## src/rtl/see_cone_pkg.sv

```systemverilog
// Shared types and helpers for the SEE logic-cone fault-injection campaign.
// Fault modes, campaign FSM states and the cone input-index mapping.
package see_cone_pkg;

    typedef enum logic [1:0] {
        SET_INV = 2'd0,
        SA0     = 2'd1,
        SA1     = 2'd2
    } fault_mode_e;

    typedef enum logic [1:0] {
        IDLE = 2'd0,
        RUN  = 2'd1,
        DONE = 2'd2
    } state_e;

    // Secondary input of node k is in[(k+1) mod N_IN].
    function automatic int in_idx(input int k, input int n_in);
        return (k + 1) % n_in;
    endfunction

    // Encoding 3 has no dedicated fault type and behaves as an inversion.
    function automatic fault_mode_e decode_mode(input logic [1:0] m);
        case (m)
            2'd1:    return SA0;
            2'd2:    return SA1;
            default: return SET_INV;
        endcase
    endfunction

endpackage

```

## src/rtl/see_cone_eval.sv

```systemverilog
// Purely combinational alternating NAND/NOR chain cone with an optional
// fault applied to one node before it feeds the rest of the chain.
module see_cone_eval
    import see_cone_pkg::*;
#(
    parameter int N_IN  = 8,
    parameter int DEPTH = 6,
    parameter int IDX_W = 3
) (
    input  logic [N_IN-1:0]  pattern,
    input  logic             fault_en,
    input  logic [IDX_W-1:0] fault_site,
    input  fault_mode_e      fault_mode,
    output logic             cone_out
);

    logic            acc;
    logic            raw;
    logic            side_bit;
    logic [N_IN-1:0] shifted;

    // NOTE: blocking assignments are correct here; acc carries the node value
    // down the chain within one evaluation and must never become state.
    always_comb begin
        acc      = 1'b0;
        raw      = 1'b0;
        side_bit = 1'b0;
        shifted  = '0;
        for (int k = 0; k < DEPTH; k++) begin
            shifted  = pattern >> in_idx(k, N_IN);
            side_bit = shifted[0];
            if (k == 0)
                raw = ~(pattern[0] & pattern[1]);
            else if (k % 2 == 1)
                raw = ~(acc | side_bit);
            else
                raw = ~(acc & side_bit);

            if (fault_en && int'(fault_site) == k) begin
                case (fault_mode)
                    SA0:     acc = 1'b0;
                    SA1:     acc = 1'b1;
                    default: acc = ~raw;
                endcase
            end else begin
                acc = raw;
            end
        end
        cone_out = acc;
    end

endmodule

```

## src/rtl/see_cone_campaign.sv

```systemverilog
// On-chip fault-injection campaign: sweeps every (site, pattern) pair, compares a
// golden cone with a faulted copy and accumulates per-node unmasked error counts.
module see_cone_campaign
    import see_cone_pkg::*;
#(
    parameter  int N_IN  = 8,
    parameter  int DEPTH = 6,
    parameter  int CNT_W = 9,
    localparam int IDX_W = (DEPTH > 1) ? $clog2(DEPTH) : 1
) (
    input  logic                   clk,
    input  logic                   rst,
    input  logic                   start,
    input  logic                   abort,
    input  logic [1:0]             mode,
    output logic                   busy,
    output logic                   done,
    input  logic [IDX_W-1:0]       rd_node,
    output logic [CNT_W-1:0]       rd_count,
    output logic [CNT_W+IDX_W-1:0] total_err
);

    state_e           state, next_state;
    fault_mode_e      mode_q;
    logic [N_IN-1:0]  pattern;
    logic [IDX_W-1:0] site;
    logic [IDX_W-1:0] err_site;
    logic             err_valid;
    logic             err_bit;
    logic             flush;
    logic             clear;
    logic             issue;
    logic             last;
    logic             golden;
    logic             faulted;
    logic [CNT_W-1:0] cnt [DEPTH];

    see_cone_eval #(.N_IN(N_IN), .DEPTH(DEPTH), .IDX_W(IDX_W)) u_golden (
        .pattern    (pattern),
        .fault_en   (1'b0),
        .fault_site (site),
        .fault_mode (mode_q),
        .cone_out   (golden)
    );

    see_cone_eval #(.N_IN(N_IN), .DEPTH(DEPTH), .IDX_W(IDX_W)) u_faulted (
        .pattern    (pattern),
        .fault_en   (1'b1),
        .fault_site (site),
        .fault_mode (mode_q),
        .cone_out   (faulted)
    );

    assign last     = (pattern == '1) && (site == IDX_W'(DEPTH - 1));
    assign busy     = (state == RUN);
    assign rd_count = (int'(rd_node) < DEPTH) ? cnt[rd_node] : '0;

    // NOTE: every output of this block gets a default first, so no latch is inferred.
    always_comb begin
        next_state = state;
        clear      = 1'b0;
        issue      = 1'b0;
        if (abort) begin
            next_state = IDLE;
        end else begin
            case (state)
                IDLE, DONE: if (start) begin
                    next_state = RUN;
                    clear      = 1'b1;
                end
                RUN: if (flush) next_state = DONE;
                     else       issue      = 1'b1;
                default: next_state = IDLE;
            endcase
        end
    end

    // NOTE: sequential state uses non-blocking assignments only.
    always_ff @(posedge clk) begin
        if (rst) state <= IDLE;
        else     state <= next_state;
    end

    // NOTE: the counter array is small and is cleared at reset and per campaign,
    // so it is built from flops rather than a RAM.
    always_ff @(posedge clk) begin
        if (rst) begin
            done      <= 1'b0;
            pattern   <= '0;
            site      <= '0;
            flush     <= 1'b0;
            err_valid <= 1'b0;
            err_bit   <= 1'b0;
            err_site  <= '0;
            mode_q    <= SET_INV;
            total_err <= '0;
            for (int i = 0; i < DEPTH; i++) cnt[i] <= '0;
        end else begin
            done <= (state == RUN) && (next_state == DONE);
            if (clear) begin
                pattern   <= '0;
                site      <= '0;
                flush     <= 1'b0;
                err_valid <= 1'b0;
                err_bit   <= 1'b0;
                err_site  <= '0;
                mode_q    <= decode_mode(mode);
                total_err <= '0;
                for (int i = 0; i < DEPTH; i++) cnt[i] <= '0;
            end else begin
                err_valid <= issue;
                err_bit   <= golden ^ faulted;
                err_site  <= site;
                if (issue) begin
                    if (last) begin
                        flush <= 1'b1;
                    end else if (pattern == '1) begin
                        pattern <= '0;
                        site    <= site + 1'b1;
                    end else begin
                        pattern <= pattern + 1'b1;
                    end
                end
                // Mismatch registered last cycle lands in its site counter now.
                if (err_valid && err_bit) begin
                    if (cnt[err_site] != '1) cnt[err_site] <= cnt[err_site] + 1'b1;
                    if (total_err != '1)     total_err     <= total_err + 1'b1;
                end
            end
        end
    end

endmodule
```

## config.mk

```make
export PLATFORM = sky130hd
export DESIGN_NAME = see_cone_campaign
export DESIGN_NICKNAME = d
export VERILOG_FILES = /design/src/rtl/see_cone_pkg.sv /design/src/rtl/see_cone_eval.sv /design/src/rtl/see_cone_campaign.sv
export SDC_FILE = /design/constraint.sdc
export NUM_CORES = 1
export LEC_CHECK = 0
export BUFFER_PORTS_ARGS = -buffer_cell sky130_fd_sc_hd__buf_4
export CAP_MARGIN = 30
export CORE_ASPECT_RATIO = 2
export CORE_MARGIN = 2
export CORE_UTILIZATION = 40
export CTS_CLUSTER_DIAMETER = 30
export CTS_CLUSTER_SIZE = 14
export DETAILED_ROUTE_END_ITERATION = 8
export GPL_ROUTABILITY_DRIVEN = 0
export RECOVER_POWER = 100
export SKIP_LAST_GASP = 1
export SLEW_MARGIN = 20
export SYNTH_ARGS = -nofsm -noshare
export SYNTH_HDL_FRONTEND = slang
export SYNTH_HIERARCHICAL = 1
export SYNTH_SLANG_ARGS = --single-unit
```

## constraint.sdc

```tcl
create_clock -name clk -period 3.45 [get_ports clk]
set_input_delay 0.69 -clock clk [delete_from_list [all_inputs] [get_ports clk]]
set_output_delay 0.69 -clock clk [all_outputs]
set_load 0.02 [all_outputs]
```

==> results by group, run 1 <==
Status
  – Outcome: complete, no violations

Pwr
  – Share of power burned in registers: 52.6%
  – Pwr Density: approximately 420 mW/mm²
  – Switching portion of total power: between 20% and 30%
  – Clock share of power: 39.9%
  – Sw Pwr: 0.634 mW
  – P_int: 2.06 mW
  – Pwr Total: 2.70 mW
  – P_leak: 2.28 nW
  – Gate power share: about 7.5%
  – VDD IR max: 0.000220 V

Setup path
  – Worst Path Buf+Inv: 2
  – Crit path largest cell delay: just under 600 ps
  – Cell Chain, Critical Path: mux4_1 -> mux2_2 -> ha_1 -> nand2_1 -> a211oi_4 -> and3_1 -> ha_1 -> nor4b_1 -> clkbuf_1 -> nand2_1 -> nand2_1 -> clkbuf_4
  – Crit path top cell by count: nand2_1
  – CP Launch Type: flop
  – Crit path arrival time: 3330 ps
  – Top Family by Delay on Critical Path: multiplexers
  – Slowest-stage cell, CP: mux4_1
  – Required time worst endpoint: 3490 ps
  – Crit-path max FO: 9
  – Worst setup EP type: flop
  – WS Path Type: reg -> reg

Synth
  – Most frequent cell after synthesis: nor2_1
  – Cells after Synth: approximately 500
  – Netlist cell types: 64
  – Yosys reg bits: roughly 110
  – Post-synth top cells: nor2_1 (87), edfxtp_1 (72), dfxtp_1 (34)
  – Seq/Total Area, Yosys: 50.0%
  – Yosys warning total: 6
  – Post-synth top flop: edfxtp_1
  – Synthesized area per cell: 11.3 µm²
  – Synth top area share: a little under two fifths
  – Largest area contributor in the netlist: edfxtp_1
  – Synthesized area: 0.00569 mm²
  – EDFF count, synth: 72
  – Synth top area cells: edfxtp_1 (38%), dfxtp_1 (12%), nor2_1 (5.7%)
  – Post-synth ARST share: 0%

Die
  – Core region area: 0.0139 mm²
  – Chip Height: approximately 170 µm
  – Die X: between 80 and 90 µm
  – DIE AREA: 0.0153 mm²
  – I/O Pins: 32
  – Placement Rows: 61
  – Initial Util: 41.0%

STA
  – Fin. Hold Viols: 0
  – Fmax achieved: 304 MHz
  – Final-report setup violation count: 0
  – Post-route setup TNS: 0 ps
  – Worst hold slack: 497 ps
  – Fin crit share: ~95%
  – Max Clock Skew: 16.7 ps
  – RSZ-0062 raised after global routing: no
  – Count of pins over their slew limit: 0
  – Final min period: between 3000 and 4000 ps
  – Worst-Margin Slew: between 1000 and 1500 ps
  – Relative max-transition margin: 28.5%

CTS
  – Post-CTS setup buffer count: 0
  – CTS tree: yes
  – Sink Count: around 110
  – Htree depth: 3
  – Clk slew on worst S/H paths: 70 ps
  – CTS resizes: 0
  – Root Driver: clkbuf_16
  – Cts-stage hold buffer count: 0
  – Later-pin clock latency in the skew report: 350 ps
  – Worst-case clock buffer depth: 2
  – Total CTS buffers: 9

Routing
  – Via density: 5.51
  – Pre-antenna DRT Iters: 5
  – Routed WL: 14.8 mm
  – Drt initial violations: 242
  – Antenna-violating nets left: 0
  – Drc violations: 0
  – Wire per inst: approximately 20 µm
  – DR vias: 4136

Finish
  – N_diodes: 0
  – Layout cells sized above 1: 13.4%
  – Final #Nets: 573
  – P&R area growth vs syn: 13.5%
  – Cell Count, Final, Fillers Out: 750
  – Fill cell count: 1365
  – Core Util, Final: 46.5%

Global route
  – Gr usage total: 20.4%
  – Initial antenna violation count: 0
  – First-pass GRT wire length: around 23 mm
  – Largest net degree at the start of global routing: 24
  – Vias in the first global route: 4240
  – Grt ovf: 0

Place
  – PortBufs: 31
  – Placed Cells: between 700 and 800
  – Dpl hpwl: 11.6 mm

Flow run
  – Maximum capacitance violations: 0

Worst hold path
  – Worst Hold Class: reg -> reg
## stage by stage
stage               setup WS, ps  area (µm²)
global placement             270        6310
global route                29.6        6460
floorplan                   39.7        5720
CTS                          195        6620
detailed placement           238        6310
finish                       165        6460
## cell usage in the layout, fill, tap and decap left out, types with 12 or more instances in the layout
cell type and count:
nor2_1 87, edfxtp_1 72, nand2_1 33, dfxtp_1 33
clkbuf_1 28, inv_1 25, mux2i_1 19, buf_4 15
mux4_2 14, nand3_1 12, xor2_1 12
## flip-flops by register name (all words and copies together), names as in the netlist
signal	cells
total_err	12
err_valid	1
mode_q	2
flush	1
err_bit	1
err_site	3
state	2
site	3
done	1
pattern	8
cnt	72
## routing by layer
layer	track usage, %	vias to the layer above	routed length (µm)
met5	0	-	0
met4	8.96	0	620
met3	3.01	32	375
met2	39.3	92	8830
met1	20.3	2057	5000
li1	-	1955	-
## layout make-up
type	count	area, µm²	area share (%)
repair buffers	55	343	5.31
inverters	25	93.8	1.45
clock buffers	10	239	3.70
well taps	189	236	3.66
multi-input cells	359	2630	40.7
flip-flops and latches	106	2840	44.1
clock inverters	6	73.8	1.14
## kinds of logic after synthesis
family                     synth area share, %
and+or+nand+nor                           19.6
DFF                                       50.0
AOI/OAI and AO/OA                         8.53
buffers and inverters                     3.58
muxes                                     12.5
xor gates and xnor gates                  3.91
adders and majority gates                 1.76
other                                    0.132
## power groups by stage
stage          combinational [mW]  sequential [mW]  clock, mW
6_report                    0.203             1.42       1.08
5_1_grt                     0.219             1.42       1.14
4_1_cts                     0.218             1.42       1.10
3_5_place_dp                0.218             1.45          0
3_3_place_gp                0.214             1.44          0
2_1_floorplan               0.136             1.43          0
## worst register-to-register path, stage by stage, from the launching register on
cell and delay (ps):
dfxtp_1 480, mux4_1 590, mux2_2 290, ha_1 210
nand2_1 110, a211oi_4 60, and3_1 210, ha_1 190
nor4b_1 280, clkbuf_1 190, nand2_1 90, nand2_1 90
clkbuf_4 210
## final timing paths
check	end	cells past startpoint	slack [ps]	startpoint
setup / recovery	cnt[5][2]	12	160	err_site[1]
hold / removal	pattern[7]	2	500	pattern[7]
setup reg to reg	cnt[5][2]	12	160	err_site[1]
hold reg to reg	pattern[7]	2	500	pattern[7]
Power figures use the tool's default switching activity.
==> inputs of run 2 (changes only) <==
Settings changed: CORE_UTILIZATION 40 to 38.
==> run 2 against run 1 <==
Effect of this change:
- clock skew decreased by 2.3 ps
- final cell count grew 1.2%
- utilization is 2.7 points lower
- register-to-register slack worse by 60 ps
- critical endpoint is now cnt[2][0]
- largest cell class unchanged
==> results by group, run 2 (synthesis gave the netlist of run 1 again) <==
Die
  – I/O Pins: 32
  – Placement Rows: 63
  – Core region area: 0.0147 mm²
  – DIE AREA: 0.0160 mm²
  – Initial Util: 38.6%
  – Chip Height: between 150 and 200 µm
  – Die X: 90.5 µm

CTS
  – Cts-stage hold buffer count: 0
  – Total CTS buffers: 9
  – Root Driver: clkbuf_16
  – Clk slew on worst S/H paths: 80 ps
  – Worst-case clock buffer depth: 2
  – Later-pin clock latency in the skew report: 360 ps
  – Sink Count: 106
  – CTS tree: yes
  – Post-CTS setup buffer count: 0
  – Htree depth: 3

Finish
  – Cell Count, Final, Fillers Out: 759
  – FF/Latch Area: 0.00284 mm²
  – Core Util, Final: 43.8%
  – Largest registers: cnt x72, total_err x12, pattern x8
  – Most frequent cells in the layout: nor2_1 (87), edfxtp_1 (72), dfxtp_1 (33), nand2_1 (32), clkbuf_1 (27)
  – Most common cell after layout, fill and taps aside: nor2_1
  – Final #Nets: 576
  – P&R area growth vs syn: 13.5%
  – Area of the multi-input gates: ~0.0026 mm²
  – N_diodes: 0
  – Register with the most flip-flops: cnt
  – Max reg flops: 72
  – Fill cell count: 1432
  – Layout cells sized above 1: 14.0%
  – Final instance area: 0.00645 mm²

STA
  – Worst hold slack: slightly above 500 ps
  – Worst-Margin Slew: 1040 ps
  – Final min period: 3350 ps
  – Final worst slack: 101 ps
  – Final-report setup violation count: 0
  – Count of pins over their slew limit: 0
  – Relative max-transition margin: a little over 30%
  – RSZ-0062 raised after global routing: no
  – Fin. Hold Viols: 0
  – Fmax achieved: 299 MHz
  – Fin crit share: a little over nine tenths
  – Post-route setup TNS: 0 ps
  – Max Clock Skew: 14.4 ps

Setup path
  – CP Launch Type: flop
  – Required time worst endpoint: 3500 ps
  – WS Path Type: reg -> reg
  – Worst setup EP type: flop
  – Crit path arrival time: around 3400 ps
  – Crit-path max FO: 9

Pwr
  – P_leak: between 2 and 2.5 nW
  – Pwr Density: 408 mW/mm²
  – Pwr Total: 2.64 mW
  – VDD IR max: around 0.00023 V

Global route
  – Gr usage total: 19.0%
  – Initial antenna violation count: 0
  – Grt ovf: 0
  – First-pass GRT wire length: 22.9 mm
  – Vias in the first global route: between 4000 and 5000
  – Largest net degree at the start of global routing: 24

Place
  – Placed Cells: ~740
  – Dpl cell area: 0.00633 mm²
  – Dpl hpwl: 11.6 mm
  – Dpl ws: 39.4 ps
  – PortBufs: 31

Routing
  – Antenna-violating nets left: 0
  – Via density: 5.37
  – Wire per inst: 19.3 µm
  – DR vias: 4076
  – Pre-antenna DRT Iters: 4
  – Drc violations: 0
  – Drt initial violations: 267
  – Routed WL: 14.7 mm

Status
  – Outcome: complete, no violations

Flow run
  – Maximum capacitance violations: 0

Worst hold path
  – Worst Hold Class: reg -> reg
[run 2: what timing repair did]
action                     in CTS  in global routing
hold endpoints to repair        0                  0
gates resized for setup         0                  3
setup endpoints to repair       0                 66
[run 2: critical path: stages, from the launching register on]
cell and delay, ps:
dfxtp_2 420, mux4_1 560, mux2_2 290, ha_1 220, nand2_1 120, a211oi_1 80, and3_1 200, ha_1 190
nor4_1 380, buf_4 190, nand2_1 70, nand2_1 100, buf_4 200
[run 2: worst paths after layout]
kind / start / to / slack (ps) / cells after the start
setup reg to reg: err_site[1] / cnt[2][0] / 100 / 12
hold reg to reg: pattern[7] / pattern[7] / 510 / 2
hold / removal: pattern[7] / pattern[7] / 510 / 2
setup / recovery: err_site[1] / cnt[2][0] / 100 / 12
[run 2: layout make-up]
class                      instances  share of cell area (%)
clock buffer                       9                    3.49
clock inverter                     7                    1.26
inverter                          25                    1.45
multi-input combinational        359                    40.5
sequential                       106                    44.1
tap                              195                    3.78
timing repair buffer              58                    5.49
[run 2: per-layer routing]
layer	global-route usage (%)	part of all wire [%]
met3	2.51	2.1
met5	0	0
met2	39.1	61
met1	16.5	32
met4	11.8	4.5
[run 2: power by group]
part	total, mW	switching (mW)	internal [mW]
Combinational	0.201	0.124	0.0771
Clock	1.02	0.502	0.516
Sequential	1.42	0.0248	1.39
